$ cat src/rtl/x_buf_ctrl.sv
// x_buf_ctrl: sequencer for the 4-row x 8-byte X shift buffer and its MAC.
// A job runs LOAD (stream LOAD_BYTES bytes into the buffer), then for each
// output column COMPUTE (VEC_LEN shift/MAC cycles) and WRITE (result strobe),
// then a one-cycle DONE pulse.
// Optional feature: define X_BUF_CTRL_CYCLE_CNT_EN to add a saturating 16-bit
// busy-cycle counter output (cycle_cnt).
module x_buf_ctrl #(
    parameter int LOAD_BYTES = 32,
    parameter int VEC_LEN    = 8,
    parameter int NUM_COL    = 4,
    parameter int ADDR_W     = 5
) (
    input  logic              clk,
    input  logic              rst,
    input  logic              start,
    input  logic              valid_input,
    output logic              input_load_en,
    output logic              X_shift,
    output logic              mac_en,
    output logic              mac_clr,
    output logic [ADDR_W-1:0] rom_addr,
    output logic              result_valid,
    output logic [1:0]        result_col,
    output logic              busy,
    output logic              done
`ifdef X_BUF_CTRL_CYCLE_CNT_EN
    ,
    output logic [15:0]       cycle_cnt
`endif
);

    localparam int LOAD_W = $clog2(LOAD_BYTES);
    localparam int ELEM_W = $clog2(VEC_LEN);

    localparam logic [LOAD_W-1:0] LAST_BYTE = LOAD_W'(LOAD_BYTES - 1);
    localparam logic [ELEM_W-1:0] LAST_ELEM = ELEM_W'(VEC_LEN - 1);
    localparam logic [1:0]        LAST_COL  = 2'(NUM_COL - 1);
    localparam logic [ADDR_W-1:0] VEC_LEN_A = ADDR_W'(VEC_LEN);

    typedef enum logic [2:0] {
        IDLE,
        LOAD,
        COMPUTE,
        WRITE,
        DONE
    } state_t;

    state_t              state;
    logic [LOAD_W-1:0]   load_cnt;
    logic [ELEM_W-1:0]   elem;
    logic [1:0]          col;
    logic [ADDR_W-1:0]   col_base;

    // Coefficient base address of the current column.
    assign col_base = ADDR_W'(col) * VEC_LEN_A;

    // Job sequencer; outputs are registered alongside the state they belong to.
    always_ff @(posedge clk) begin
        // NOTE: state and outputs are flops, so every assignment here is
        // non-blocking; blocking would make later lines see the new value.
        if (rst) begin
            state         <= IDLE;
            load_cnt      <= '0;
            elem          <= '0;
            col           <= '0;
            input_load_en <= 1'b0;
            X_shift       <= 1'b0;
            mac_en        <= 1'b0;
            mac_clr       <= 1'b0;
            rom_addr      <= '0;
            result_valid  <= 1'b0;
            result_col    <= '0;
            busy          <= 1'b0;
            done          <= 1'b0;
        end else begin
            // Single-cycle strobes and compute-only buses fall to 0 unless
            // the next state sets them.
            X_shift      <= 1'b0;
            mac_en       <= 1'b0;
            mac_clr      <= 1'b0;
            rom_addr     <= '0;
            result_valid <= 1'b0;
            result_col   <= '0;
            done         <= 1'b0;

            case (state)
                IDLE: begin
                    if (start) begin
                        state         <= LOAD;
                        load_cnt      <= '0;
                        elem          <= '0;
                        col           <= '0;
                        input_load_en <= 1'b1;
                        busy          <= 1'b1;
                    end
                end

                LOAD: begin
                    if (valid_input) begin
                        if (load_cnt == LAST_BYTE) begin
                            load_cnt      <= '0;
                            state         <= COMPUTE;
                            input_load_en <= 1'b0;
                            X_shift       <= 1'b1;
                            mac_en        <= 1'b1;
                            mac_clr       <= 1'b1;
                            rom_addr      <= col_base;
                        end else begin
                            load_cnt <= load_cnt + LOAD_W'(1);
                        end
                    end
                end

                COMPUTE: begin
                    if (elem == LAST_ELEM) begin
                        elem         <= '0;
                        state        <= WRITE;
                        result_valid <= 1'b1;
                        result_col   <= col;
                    end else begin
                        elem     <= elem + ELEM_W'(1);
                        X_shift  <= 1'b1;
                        mac_en   <= 1'b1;
                        rom_addr <= col_base + ADDR_W'(elem) + ADDR_W'(1);
                    end
                end

                WRITE: begin
                    if (col < LAST_COL) begin
                        col      <= col + 2'd1;
                        state    <= COMPUTE;
                        X_shift  <= 1'b1;
                        mac_en   <= 1'b1;
                        mac_clr  <= 1'b1;
                        rom_addr <= col_base + VEC_LEN_A;
                    end else begin
                        col   <= '0;
                        state <= DONE;
                        done  <= 1'b1;
                    end
                end

                DONE: begin
                    state <= IDLE;
                    busy  <= 1'b0;
                end

                default: begin
                    state         <= IDLE;
                    input_load_en <= 1'b0;
                    busy          <= 1'b0;
                end
            endcase
        end
    end

`ifdef X_BUF_CTRL_CYCLE_CNT_EN
    // Busy-cycle counter: cleared on accepted start, saturates, holds in IDLE.
    always_ff @(posedge clk) begin
        if (rst) begin
            cycle_cnt <= '0;
        end else if (state == IDLE && start) begin
            cycle_cnt <= '0;
        end else if (busy && cycle_cnt != 16'hFFFF) begin
            cycle_cnt <= cycle_cnt + 16'd1;
        end
    end
`endif

endmodule

$ cat config.mk
export PLATFORM = sky130hd
export DESIGN_NAME = x_buf_ctrl
export DESIGN_NICKNAME = d
export VERILOG_FILES = /design/src/rtl/x_buf_ctrl.sv
export SDC_FILE = /design/constraint.sdc
export NUM_CORES = 1
export LEC_CHECK = 0
export CORE_ASPECT_RATIO = 1.4
export CORE_MARGIN = 3
export CORE_UTILIZATION = 28
export DETAILED_ROUTE_END_ITERATION = 6
export SLEW_MARGIN = 20
export SYNTH_ARGS = -nofsm -noshare
export SYNTH_HDL_FRONTEND = slang
export SYNTH_SLANG_ARGS = --single-unit
$ cat constraint.sdc
create_clock -name clk -period 2 [get_ports clk]
set_input_delay 0.2 -clock clk [delete_from_list [all_inputs] [get_ports clk]]
set_output_delay 0.2 -clock clk [all_outputs]
set_load 0.05 [all_outputs]
After elaboration in Yosys (flattened, before gate mapping)
Cells that the tools add are included.
- muxes and demuxes: 34
- bitwise gates (word level): 5
- $add $sub $neg: 6
- magnitude comparators: 1
- equality and inequality tests: 10
- reductions and logical operators: 15
- operators by type and width (kind ; number):
    $mux 5 ; 7
    $mux 3 ; 7
    $pmux 5 s3 ; 1
    $pmux 3 s4 ; 1
    $add 5x1->5 const B ; 2
    $pmux 5 s2 ; 1
    $mux 1 ; 9
    $reduce_or 3->1 ; 3
    $ne 2x2->1 const B ; 4
    $reduce_and 4->1 ; 2
    $eq 3x2->1 const B ; 2
    $eq 3x3->1 const B ; 2
    $pmux 1 s3 ; 2
    $pmux 3 s2 ; 1
    $reduce_and 2->1 ; 3
    $reduce_bool 2->1 ; 3
    $add 5x3->5 ; 1
    $add 5x4->5 const B ; 1
    $eq 5x5->1 const B ; 1
    $not 1->1 ; 5
    $mux 2 ; 2
    $pmux 1 s2 ; 2
    $pmux 2 s2 ; 1
    $reduce_or 2->1 ; 2
    6 further kinds ; 6
- logic and storage cells: 83
- input bits: 4
- output and inout port bits: 14
- register bits: 26

Longest topological paths before layout
Gate-level depths: netlist of the first run.
- depth after elaboration: 4
- depth in mapped cells: 7
- mapped depth without buffers: 7

Worst setup path after synthesis of the first run
No wires, ideal clock.
- path kind: reg2reg
- start: register load_cnt[0]
- end: register load_cnt[2]
- clock period less this slack: 1816 ps
- cell stages (with the launch flop): 8
- data arrival time: 1746 ps
- setup time: 71 ps
- slack: 184 ps
- cell sequence: dfxtp_1 -> ha_1 -> and3_1 -> ha_1 -> or4b_1 -> nor2_1 -> nand3b_1 -> a21oi_1
- word-level cells in the longest chain between the ends: 4
- elaborated cells between the ends (all ways): 5
- those cells by class: 1 x add/sub; 1 x eq/ne; 3 x mux
- ends and longest elaborated chain (item ; line ; text):
    from (decl) ; 49 ; logic [LOAD_W-1:0] load_cnt;
    from (signal assigned) ; 109 ; load_cnt <= load_cnt + LOAD_W'(1);
    $add 5x1->5 / $eq 5x5->1 (equally long branches) ; 109, 100 ;
    $mux 5 * ; 100 ; if (load_cnt == LAST_BYTE) begin
    $mux 5 * ; 99 ; if (valid_input) begin
    $pmux 5 s2 * ; 86 ; case (state)
Mark *: on every way between the ends. The rest lies on a longest branch, timed or not. The select of a mux whose other input is x is not followed.
A chain may end at the register's enable or synchronous reset.

Final worst setup path of the first run
Ends and elaborated chain as after synthesis.

==> results of run 1 <==
==> critical path, stage by stage, from the launching register on <==
cell and delay [ps]:
sky130_fd_sc_hd__dfxtp_1 350, sky130_fd_sc_hd__ha_1 230, sky130_fd_sc_hd__and3_1 190, sky130_fd_sc_hd__ha_1 200, sky130_fd_sc_hd__or4b_4 520, sky130_fd_sc_hd__nor2_4 130, sky130_fd_sc_hd__nand3b_1 100, sky130_fd_sc_hd__a21oi_1 150
==> per-stage QoR <==
stage,setup TNS [ps],cell area [µm²]
2_1_floorplan,0,1170
3_3_place_gp,0,1370
3_5_place_dp,0,1370
4_1_cts,0,1420
5_1_grt,-3.86,1430
6_report,0,1430
==> area by class of cell <==
class	count	share of cell area [%]
Inverter	5	1.32
Timing Repair Buffer	21	14.0
Clock buffer	3	2.90
Tap cell	43	3.78
Multi-Input combinational cell	93	41.4
Sequential cell	26	36.5
==> logic make-up (layout without fill, tap and decap cells) <==
| kind of cell | Yosys count | in the layout |
|---|---|---|
| AND/OR/NAND/NOR | 55 | 55 |
| AO/OA/AOI/OAI | 30 | 30 |
| flip-flops | 26 | 26 |
| buffers and inverters | 13 | 29 |
| adder cells (fa/ha/maj) | 5 | 5 |
| multiplexers | 3 | 3 |
==> sequential cells by signal, summed over array words and instances, names as in the netlist, 2 cells and up <==
name	flops
load_cnt	5
rom_addr	5
elem	3
state	3
col	2
result_col	2
==> per-layer routing <==
layer  GRT usage (%)  share of wire (%)
met5               0                  0
met4            4.34                1.2
met3            1.56                4.1
met2            21.3                 54
met1            11.7                 40
==> power by group through the flow <==
| stage | registers, µW | logic, µW | clock network [µW] |
|---|---|---|---|
| after floorplan | 563 | 70.6 | 0 |
| after global placement | 553 | 113 | 0 |
| after detailed placement | 554 | 116 | 0 |
| after CTS | 542 | 118 | 298 |
| after global routing | 545 | 132 | 323 |
| final | 543 | 121 | 291 |
==> cell usage after synthesis, drive strengths merged, types with 2 or more instances <==
master,count,area (µm²)
nand4,2,12.5
clkbuf,4,15.0
dfxtp,26,521
nor3,6,35.0
nor2b,2,12.5
a21oi,12,60.1
o21ai,7,35.0
nand3b,2,15.0
a22oi,2,15.0
and3,3,18.8
buf,4,35.0
nor2,16,60.1
and2,4,25.0
ha,5,62.6
mux2i,2,20.0
nand3,4,20.0
inv,5,18.8
nand2,9,33.8
or4b,2,23.8
==> final timing paths <==
| kind | slack [ps] | to | depth (start not counted) | start |
|---|---|---|---|---|
| hold / removal | 470 | load_cnt[4]$_SDFFE_PP0P_ | 2 | load_cnt[4]$_SDFFE_PP0P_ |
| setup reg to reg | 80 | load_cnt[2]$_SDFFE_PP0P_ | 7 | load_cnt[0]$_SDFFE_PP0P_ |
| hold reg to reg | 470 | load_cnt[4]$_SDFFE_PP0P_ | 2 | load_cnt[4]$_SDFFE_PP0P_ |
| setup / recovery | 80 | load_cnt[2]$_SDFFE_PP0P_ | 7 | load_cnt[0]$_SDFFE_PP0P_ |
==> flow_results.xml, run 1 <==
<?xml version="1.0" encoding="UTF-8"?>
<metrics>
  <group name="detailed_routing">
    <metric name="initialDrtViolationCount" unit="">38</metric>
    <metric name="post_drt_wl_per_cell" unit="µm">13.9</metric>
    <metric name="detail_route.drc_violations" unit="">0</metric>
    <metric name="via_per_inst" unit="">5.39</metric>
    <metric name="drt_pre_antenna_iters" unit="">4</metric>
    <metric name="antenna_left" unit="">0</metric>
    <metric name="route.vias.total" unit="">1030</metric>
    <metric name="detail_route.wirelength" unit="mm">2.66</metric>
  </group>
  <group name="clock_network">
    <metric name="ctsHtreeMaxLevel" unit="">1</metric>
    <metric name="tritoncts" unit="">yes</metric>
    <metric name="cts.root.buffer_cell" unit="">sky130_fd_sc_hd__clkbuf_8</metric>
    <metric name="postCtsSetupRepairBufs" unit="">0</metric>
    <metric name="ctsResizeCount" unit="">1</metric>
    <metric name="cts_inserted_buffers" unit="">3</metric>
    <metric name="postCtsHoldBufs" unit="">0</metric>
    <metric name="clk_pin_slew_worst_paths" unit="ps">90</metric>
    <metric name="cts_max_path_buffers" unit="">2</metric>
    <metric name="clock_latency" unit="ps">270</metric>
    <metric name="cts.sinks" unit="">26</metric>
  </group>
  <group name="yosys">
    <metric name="synthDistinctLibCells" unit="">40</metric>
    <metric name="ys_async_sr_fraction" unit="%">0</metric>
    <metric name="mappedNetlistArea" unit="µm²">1170</metric>
    <metric name="syn-num-nets" unit="">141</metric>
    <metric name="post_synth_xor_xnor_area" unit="%">0</metric>
    <metric name="simple_gate_share_of_the_synthesized_area" unit="%">25.2</metric>
    <metric name="syn_avg_cell_area" unit="µm²">8.85</metric>
    <metric name="synth_compound_gate_area_share" unit="%">16.4</metric>
    <metric name="synth_enable_flop_cells" unit="">0</metric>
    <metric name="yosys.area_share.adder" unit="%">5.35</metric>
    <metric name="synth_top_family_by_area" unit="">simple AND/OR/NAND/NOR gates</metric>
    <metric name="synth_sequential_area_ratio" unit="%">44.5</metric>
    <metric name="synth_seq_cells" unit="">26</metric>
    <metric name="muxShareOfSynthArea" unit="%">2.68</metric>
    <metric name="synth_cells" unit="">132</metric>
    <metric name="ys.flop_type" unit="">sky130_fd_sc_hd__dfxtp_1</metric>
    <metric name="yosysWarnings" unit="">0</metric>
  </group>
  <group name="cells_and_area">
    <metric name="multi_input_comb_area" unit="µm²">591</metric>
    <metric name="fillerInstances" unit="">427</metric>
    <metric name="layout.cells.non_filler" unit="">191</metric>
    <metric name="area.growth.synth_to_final" unit="%">21.9</metric>
    <metric name="post_route_cells_drive_above_1_share" unit="%">8.78</metric>
    <metric name="final_cell_mix" unit="">26 x sky130_fd_sc_hd__dfxtp_1, 17 x sky130_fd_sc_hd__clkdlybuf4s50_1, 15 x sky130_fd_sc_hd__nor2_1</metric>
    <metric name="area.sequential" unit="µm²">520</metric>
    <metric name="num_antenna_cells" unit="">0</metric>
    <metric name="finish.utilization" unit="%">35.8</metric>
    <metric name="design.final.nets" unit="">159</metric>
    <metric name="layout_commonest_cell" unit="">sky130_fd_sc_hd__dfxtp_1</metric>
  </group>
  <group name="floorplanning">
    <metric name="floorplan.rows" unit="">27</metric>
    <metric name="fp.dieH" unit="µm">82.4</metric>
    <metric name="chipWidth" unit="µm">60.6</metric>
    <metric name="initial_core_util" unit="%">29.3</metric>
    <metric name="floorplan.die_area" unit="µm²">5000</metric>
    <metric name="coreArea" unit="µm²">3990</metric>
    <metric name="i_o_pins" unit="">18</metric>
  </group>
  <group name="timing">
    <metric name="timing.fmax" unit="MHz">521</metric>
    <metric name="worst-slew-pin-transition" unit="ps">623</metric>
    <metric name="fin_crit" unit="ps">1920</metric>
    <metric name="finalClockSkew" unit="ps">3.74</metric>
    <metric name="worst_hold_slack" unit="ps">469</metric>
    <metric name="tightest_slew_margin_relative_to_the_limit" unit="%">58.4</metric>
    <metric name="drv_slew" unit="">0</metric>
    <metric name="timing.final.crit_share" unit="%">95.9</metric>
    <metric name="setup_violations" unit="">0</metric>
    <metric name="rsz0062_at_grt" unit="">yes</metric>
    <metric name="timing_hold_violations_final" unit="">0</metric>
    <metric name="least_setup_slack_across_all_paths_after_layout" unit="ps">81.2</metric>
  </group>
  <group name="worst_setup_path">
    <metric name="start_kind" unit="">register</metric>
    <metric name="critPathMaxFanout" unit="">3</metric>
    <metric name="endpoint_kind" unit="">register</metric>
    <metric name="worst_ep_arrival_time" unit="ps">2120</metric>
    <metric name="cp_data_required_time" unit="ps">2200</metric>
    <metric name="setup.worst_path.class" unit="">reg2reg</metric>
  </group>
  <group name="power">
    <metric name="ir_worst_vdd" unit="µV">357</metric>
    <metric name="total_switching_power" unit="µW">245</metric>
    <metric name="power.share.sequential" unit="%">56.8</metric>
    <metric name="power.share.combinational" unit="%">12.7</metric>
    <metric name="leakage" unit="µW">0.000540</metric>
    <metric name="switching_share" unit="%">25.6</metric>
    <metric name="post-layout-total-power" unit="µW">955</metric>
    <metric name="power.density" unit="nW/µm²">670</metric>
    <metric name="clockPowerShare" unit="%">30.5</metric>
    <metric name="internal-power" unit="µW">710</metric>
  </group>
  <group name="status">
    <metric name="outcome" unit="">complete, no violations</metric>
  </group>
  <group name="place">
    <metric name="dpl.hpwl" unit="mm">1.99</metric>
    <metric name="placement.setup.worst_slack" unit="ps">8.90</metric>
    <metric name="port_buffers" unit="">17</metric>
    <metric name="gp_congestion" unit="">0.793</metric>
    <metric name="post-place-cells" unit="">188</metric>
  </group>
  <group name="global_routing">
    <metric name="number_of_antenna_violations_at_the_first_check_in_global_routing" unit="">0</metric>
    <metric name="overflow" unit="">0</metric>
    <metric name="grt_start_max_net_pins" unit="">19</metric>
    <metric name="groute.usage.overall" unit="%">11.1</metric>
    <metric name="grt_pass1_vias" unit="">989</metric>
    <metric name="first_pass_grt_wire_length" unit="mm">4.28</metric>
  </group>
  <group name="flow_run">
    <metric name="max_cap_viol_count" unit="">0</metric>
  </group>
  <group name="hold_path">
    <metric name="min_path_type" unit="">reg2reg</metric>
  </group>
</metrics>
Power figures use the tool's default switching activity.
==> run 2, diff against run 1 <==
Settings changed: GPL_ROUTABILITY_DRIVEN from default to 0.
==> results of run 2 <==
No change in the layout: final DEF, timing and power equal those of run 1.
